===== src/rtl/mini_fabric_egress_buf_if.sv =====
//------------------------------------------------------------------------------
// Module : mini_fabric_egress_buf_if
// Brief  : Tile-to-buffer push bus and buffer-to-router valid/ready handshake.
// Rev    : 1.0  initial release
//------------------------------------------------------------------------------
`default_nettype none

interface mini_fabric_egress_buf_if #(
  parameter int TRANS_W = 32
);
  logic               InFabricValidQ505H;
  logic [TRANS_W-1:0] InFabricQ505H;
  logic               OutFabricValid;
  logic [TRANS_W-1:0] OutFabric;
  logic               OutFabricReady;

  // Master is the environment: tile driving pushes and router driving Ready.
  modport master (
    output InFabricValidQ505H, InFabricQ505H, OutFabricReady,
    input  OutFabricValid, OutFabric
  );

  modport slave (
    input  InFabricValidQ505H, InFabricQ505H, OutFabricReady,
    output OutFabricValid, OutFabric
  );
endinterface

`default_nettype wire


===== src/rtl/mini_fabric_egress_buf.sv =====
//------------------------------------------------------------------------------
// Module : mini_fabric_egress_buf
// Brief  : FIFO between the tile and the router; drops and counts on overflow.
// Rev    : 1.0  initial release
//------------------------------------------------------------------------------
`default_nettype none

module mini_fabric_egress_buf #(
  parameter int TRANS_W    = 32,
  parameter int DEPTH      = 4,
  parameter int AF_MARGIN  = 1,
  parameter int DROP_CNT_W = 8
) (
  input  wire logic                       Clock,
  input  wire logic                       Rst,
  mini_fabric_egress_buf_if.slave         fab,
  output logic [$clog2(DEPTH):0]          Count,
  output logic                            AlmostFull,
  output logic                            OverflowErr,
  output logic [DROP_CNT_W-1:0]           DropCnt
);

  localparam int                 c_ptrW    = $clog2(DEPTH);
  localparam int                 c_cntW    = c_ptrW + 1;
  localparam logic [c_cntW-1:0]  c_depth   = c_cntW'(DEPTH);
  localparam logic [c_cntW-1:0]  c_afLevel = c_cntW'(DEPTH - AF_MARGIN);

  logic [TRANS_W-1:0]    r_mem [DEPTH];
  logic [c_ptrW-1:0]     r_wrPtr;
  logic [c_ptrW-1:0]     r_rdPtr;
  logic [c_cntW-1:0]     r_count;
  logic                  r_overflowErr;
  logic [DROP_CNT_W-1:0] r_dropCnt;

  logic w_full;
  logic w_pop;
  logic w_pushAcc;
  logic w_drop;

  assign w_full    = (r_count == c_depth);
  assign w_pop     = fab.OutFabricValid & fab.OutFabricReady;
  // A full buffer still accepts when the head leaves on the same edge.
  assign w_pushAcc = fab.InFabricValidQ505H & (~w_full | w_pop);
  assign w_drop    = fab.InFabricValidQ505H & w_full & ~w_pop;

  assign fab.OutFabricValid = (r_count != '0);
  assign fab.OutFabric      = r_mem[r_rdPtr];
  assign Count              = r_count;
  assign AlmostFull         = (r_count >= c_afLevel);
  assign OverflowErr        = r_overflowErr;
  assign DropCnt            = r_dropCnt;

  always_ff @(posedge Clock) begin
    if (w_pushAcc) begin
      r_mem[r_wrPtr] <= fab.InFabricQ505H;
    end
  end

  always_ff @(posedge Clock or posedge Rst) begin
    if (Rst) begin
      r_wrPtr       <= '0;
      r_rdPtr       <= '0;
      r_count       <= '0;
      r_overflowErr <= 1'b0;
      r_dropCnt     <= '0;
    end else begin
      if (w_pushAcc) r_wrPtr <= r_wrPtr + 1'b1;
      if (w_pop)     r_rdPtr <= r_rdPtr + 1'b1;
      case ({w_pushAcc, w_pop})
        2'b10:   r_count <= r_count + 1'b1;
        2'b01:   r_count <= r_count - 1'b1;
        default: r_count <= r_count;
      endcase
      if (w_drop) begin
        r_overflowErr <= 1'b1;
        if (r_dropCnt != '1) r_dropCnt <= r_dropCnt + 1'b1;
      end
    end
  end

  a_countBound: assert property (@(posedge Clock) disable iff (Rst)
    r_count <= c_depth);

  a_headStable: assert property (@(posedge Clock) disable iff (Rst)
    (fab.OutFabricValid & ~fab.OutFabricReady) |=> $stable(fab.OutFabric));

endmodule

`default_nettype wire


===== src/flat_wrapper.sv =====
// flat-port wrapper written by rule: the top's interface ports become plain ports
module mini_fabric_egress_buf_flat 
#(
  parameter int TRANS_W    = 32,
  parameter int DEPTH      = 4,
  parameter int AF_MARGIN  = 1,
  parameter int DROP_CNT_W = 8
)
  (Clock, Rst, Count, AlmostFull, OverflowErr, DropCnt, fab_InFabricValidQ505H, fab_InFabricQ505H, fab_OutFabricReady, fab_OutFabricValid, fab_OutFabric);
  mini_fabric_egress_buf_if #(.TRANS_W(TRANS_W)) fab_i ();
  input  wire logic Clock;
  input  wire logic Rst;
  output logic [$clog2(DEPTH):0] Count;
  output logic AlmostFull;
  output logic OverflowErr;
  output logic [DROP_CNT_W-1:0] DropCnt;
  input wire logic [$bits(fab_i.InFabricValidQ505H)-1:0] fab_InFabricValidQ505H;
  input wire logic [$bits(fab_i.InFabricQ505H)-1:0] fab_InFabricQ505H;
  input wire logic [$bits(fab_i.OutFabricReady)-1:0] fab_OutFabricReady;
  output wire logic [$bits(fab_i.OutFabricValid)-1:0] fab_OutFabricValid;
  output wire logic [$bits(fab_i.OutFabric)-1:0] fab_OutFabric;
  assign fab_i.InFabricValidQ505H = fab_InFabricValidQ505H;
  assign fab_i.InFabricQ505H = fab_InFabricQ505H;
  assign fab_i.OutFabricReady = fab_OutFabricReady;
  assign fab_OutFabricValid = fab_i.OutFabricValid;
  assign fab_OutFabric = fab_i.OutFabric;
  mini_fabric_egress_buf #(.TRANS_W(TRANS_W), .DEPTH(DEPTH), .AF_MARGIN(AF_MARGIN), .DROP_CNT_W(DROP_CNT_W)) u_core (.Clock(Clock), .Rst(Rst), .fab(fab_i), .Count(Count), .AlmostFull(AlmostFull), .OverflowErr(OverflowErr), .DropCnt(DropCnt));
endmodule

===== config.mk =====
export PLATFORM = sky130hd
export DESIGN_NAME = mini_fabric_egress_buf_flat
export DESIGN_NICKNAME = d
export VERILOG_FILES = /design/src/rtl/mini_fabric_egress_buf_if.sv /design/src/rtl/mini_fabric_egress_buf.sv /design/src/flat_wrapper.sv
export SDC_FILE = /design/constraint.sdc
export NUM_CORES = 1
export LEC_CHECK = 0
export BUFFER_PORTS_ARGS = -buffer_cell sky130_fd_sc_hd__buf_2
export CORE_AREA = 5 5 107 109
export DETAILED_ROUTE_END_ITERATION = 10
export DIE_AREA = 0 0 112 114
export PLACE_DENSITY = 0.76
export SLEW_MARGIN = 20
export SYNTH_ARGS = -nofsm -noshare
export SYNTH_HDL_FRONTEND = slang
export SYNTH_SLANG_ARGS = --single-unit
export TNS_END_PERCENT = 50

===== constraint.sdc =====
create_clock -name Clock -period 2.75 [get_ports Clock]
set_clock_uncertainty 0.15 [all_clocks]
set_input_delay 0.825 -clock Clock [delete_from_list [all_inputs] [get_ports Clock]]
set_output_delay 0.825 -clock Clock [all_outputs]
set_load 0.005 [all_outputs]

==> results.toml <==
[grt]
grt_first_pass_wirelength_um = 15390
global_route.usage.total_pct = 16.23
grt_use_met1_pct = 19.92
grt_pass1_vias = 2932
grt_antenna_before_repair = 0
gr-usage-met3_pct = 5.995
grt-ovfl-total = 0
grt_max_degree = 33
grtUsageMet2_pct = 26.62
grt_busiest_layer = "met2"

[finish]
fillerInstances = 735
final_nets = 387
area_growth_pct = 22.48
fin_cells = 497
layout.cells.most_common = "sky130_fd_sc_hd__edfxtp_1"
diodes = 0
final_cell_mix = "sky130_fd_sc_hd__edfxtp_1, sky130_fd_sc_hd__buf_2, sky130_fd_sc_hd__mux4_2"
post-route-util_pct = 63.72
drive_gt1_share_pct = 45.66

[clock_tree]
cts.sink_count = 144
clkTransAtPathRegs_ns = 0.06
cts_inserted_buffers = 17
cts_root_buffer = "sky130_fd_sc_hd__clkbuf_8"
clock_tree.buffer_depth = 2
clk_latency_ns = 0.51
cts_max_level = 4
tritoncts = "built"

[setup_path]
regToRegSetupSlack_ns = 0.47
crit_path_start_kind = "register"
worst-endpoint-required_ns = 1.78
timing.critical_path.to_type = "output pin"
critical_path_arrival_ns = 1.83
crit_type = "reg -> out"
critical_path_peak_fanout = 20

[timing]
drv_slew = 0
timing.final.setup_violations = 22
setup_ws_ns = -0.05533
period_minus_slack_ns = 2.805
finalHoldViolCount = 0
holdWs_ns = 0.2325
max_slew.worst_pin.slew_ns = 0.8842
final.period_utilization_pct = 102.0
rsz0062_at_grt = "true"
fmax_ghz = 0.3565
worst_slew_margin_rel_pct = 41.05

[floorplan]
dieWidth_um = 112
rows = 38
num_io_pins = 82
dieHeight_um = 114
core_region_area_um2 = 10510
die_area_um2 = 12770
initial_util_pct = 52.02

[placed_design]
detailed_place_hpwl_um = 5759
placed_cells = 463
place_worst_setup_slack_ns = 0.1190
gp_congestion = 0.7375
numPortBuffers = 81

[synth]
synth_top_area_cell = "sky130_fd_sc_hd__edfxtp_1"
yosys_warning_total = 0
syn-cell-area_um2 = 5466
netlist.area_leader.share_pct = 70.31
yosys.cell_types.count = 30
synth_seq_cells = 144
synth_seq_area_share_pct = 77.64
synth_nets = 289
synthesis.instances = 246
mean_cell_area_of_the_mapped_netlist_um2 = 22.22
synth.top_cells.by_area = "sky130_fd_sc_hd__edfxtp_1, sky130_fd_sc_hd__mux4_2, sky130_fd_sc_hd__dfrtp_1"

[worst_hold_path]
hold_class = "in -> async"

[route]
drt_pass1_iterations = 4
wl_per_cell_um = 18.96
via_count = 2646
drtIter0Drc = 148
via_per_inst = 5.324
ant_nets = 0
drc_errors = 0
routed_wirelength_um = 9425

[pwr]
cellLeakagePower_nw = 2.459
fin_total_pwr_mw = 7.188
power_density_of_the_placed_cells_nw_per_um2 = 1074
peakVddDrop_v = 0.0005156

[status]
run_status = "finished with violations"
violations = "setup timing"

[run]
count_of_maximum_capacitance_violations = 0
## registers in the layout (all words and copies together), names as in the netlist
name,flops
u_core.Count,3
u_core.DropCnt,8
u_core.OverflowErr,1
u_core.r_mem,128
u_core.r_rdPtr,2
u_core.r_wrPtr,2
## synthesized netlist by cell type, drive strengths merged
| cell type | instances |
|---|---|
| nor3 | 3 |
| ha | 6 |
| nor2 | 4 |
| nand2b | 1 |
| o21ai | 1 |
| or2 | 1 |
| or3 | 1 |
| xor2 | 8 |
| fa | 1 |
| edfxtp | 128 |
| nor3b | 1 |
| mux2 | 3 |
| nand3 | 4 |
| dfrtp | 16 |
| nor4 | 1 |
| nor4b | 1 |
| nor2b | 1 |
| nand4 | 1 |
| mux2i | 1 |
| nand2 | 5 |
| clkbuf | 4 |
| xnor2 | 3 |
| or2b | 1 |
| inv | 7 |
| and2 | 5 |
| buf | 5 |
| mux4 | 32 |
| a21o | 1 |
## routing by layer
| layer | wire (µm) | part of all wire, % |
|---|---|---|
| met2 | 4732 | 50 |
| met5 | 0 | 0 |
| met3 | 629 | 6.7 |
| met4 | 120 | 1.3 |
| met1 | 3943 | 42 |
## path summary, 6_finish.rpt
check,to,start,cells past startpoint
worst max-delay path,fab_OutFabric[14],u_core.r_rdPtr[0]$_DFFE_PP0P_,3
worst min-delay path,u_core.DropCnt[1]$_DFFE_PP0P_,Rst,2
worst max register to register,u_core.Count[2]$_DFFE_PP0P_,u_core.Count[0]$_DFFE_PP0P_,8
worst min register to register,u_core.OverflowErr$_DFFE_PP0P_,u_core.OverflowErr$_DFFE_PP0P_,1
max in group asynchronous,u_core.r_rdPtr[1]$_DFFE_PP0P_,Rst,2
min in group Clock,u_core.OverflowErr$_DFFE_PP0P_,u_core.OverflowErr$_DFFE_PP0P_,1
## kinds of logic after synthesis
family	after synthesis	share of synthesized area [%]
xor gates and xnor gates	11	1.763
and+or+nand+nor	30	3.411
buffers and inverters	16	1.213
adders and majority gates	7	1.740
DFF	144	77.64
muxes	36	13.98
AOI/OAI and AO/OA	2	0.2517
## power by group
group	switching, mW	internal (mW)	total (mW)
registers	0.172	2.88	3.05
logic	0.910	1.00	1.91
clock network	0.843	1.38	2.22
total	1.92	5.26	7.19
## what timing repair did
item	4_1_cts	5_1_grt
hold buffers	0	0
gates resized for setup	0	3
endpoints found under the setup margin	32	32
setup buffers	2	0
## cell type report
| class | instances | area [µm²] | area share (%) |
|---|---|---|---|
| clock buffer | 18 | 417.9 | 6.242 |
| clock inverter | 14 | 166.4 | 2.486 |
| inverter | 7 | 26.28 | 0.3925 |
| multi-input combinational | 86 | 1161 | 17.34 |
| sequential | 144 | 4247 | 63.43 |
| tap | 140 | 175.2 | 2.616 |
| timing repair buffer | 88 | 501.7 | 7.494 |
## worst max-delay path, cell delays in order, from the launching register on
cell	delay [ns]
sky130_fd_sc_hd__dfrtp_2	0.41
sky130_fd_sc_hd__buf_12	0.21
sky130_fd_sc_hd__mux4_2	0.54
sky130_fd_sc_hd__buf_2	0.15
## through the flow
stage	setup TNS, ns	cell area, µm²
3_5_place_dp	0	6077
2_1_floorplan	0	5466
3_3_place_gp	0	6077
6_report	-0.5551	6695
5_1_grt	-3.081	6695
4_1_cts	-1.815	6676
Power figures use the tool's default switching activity.
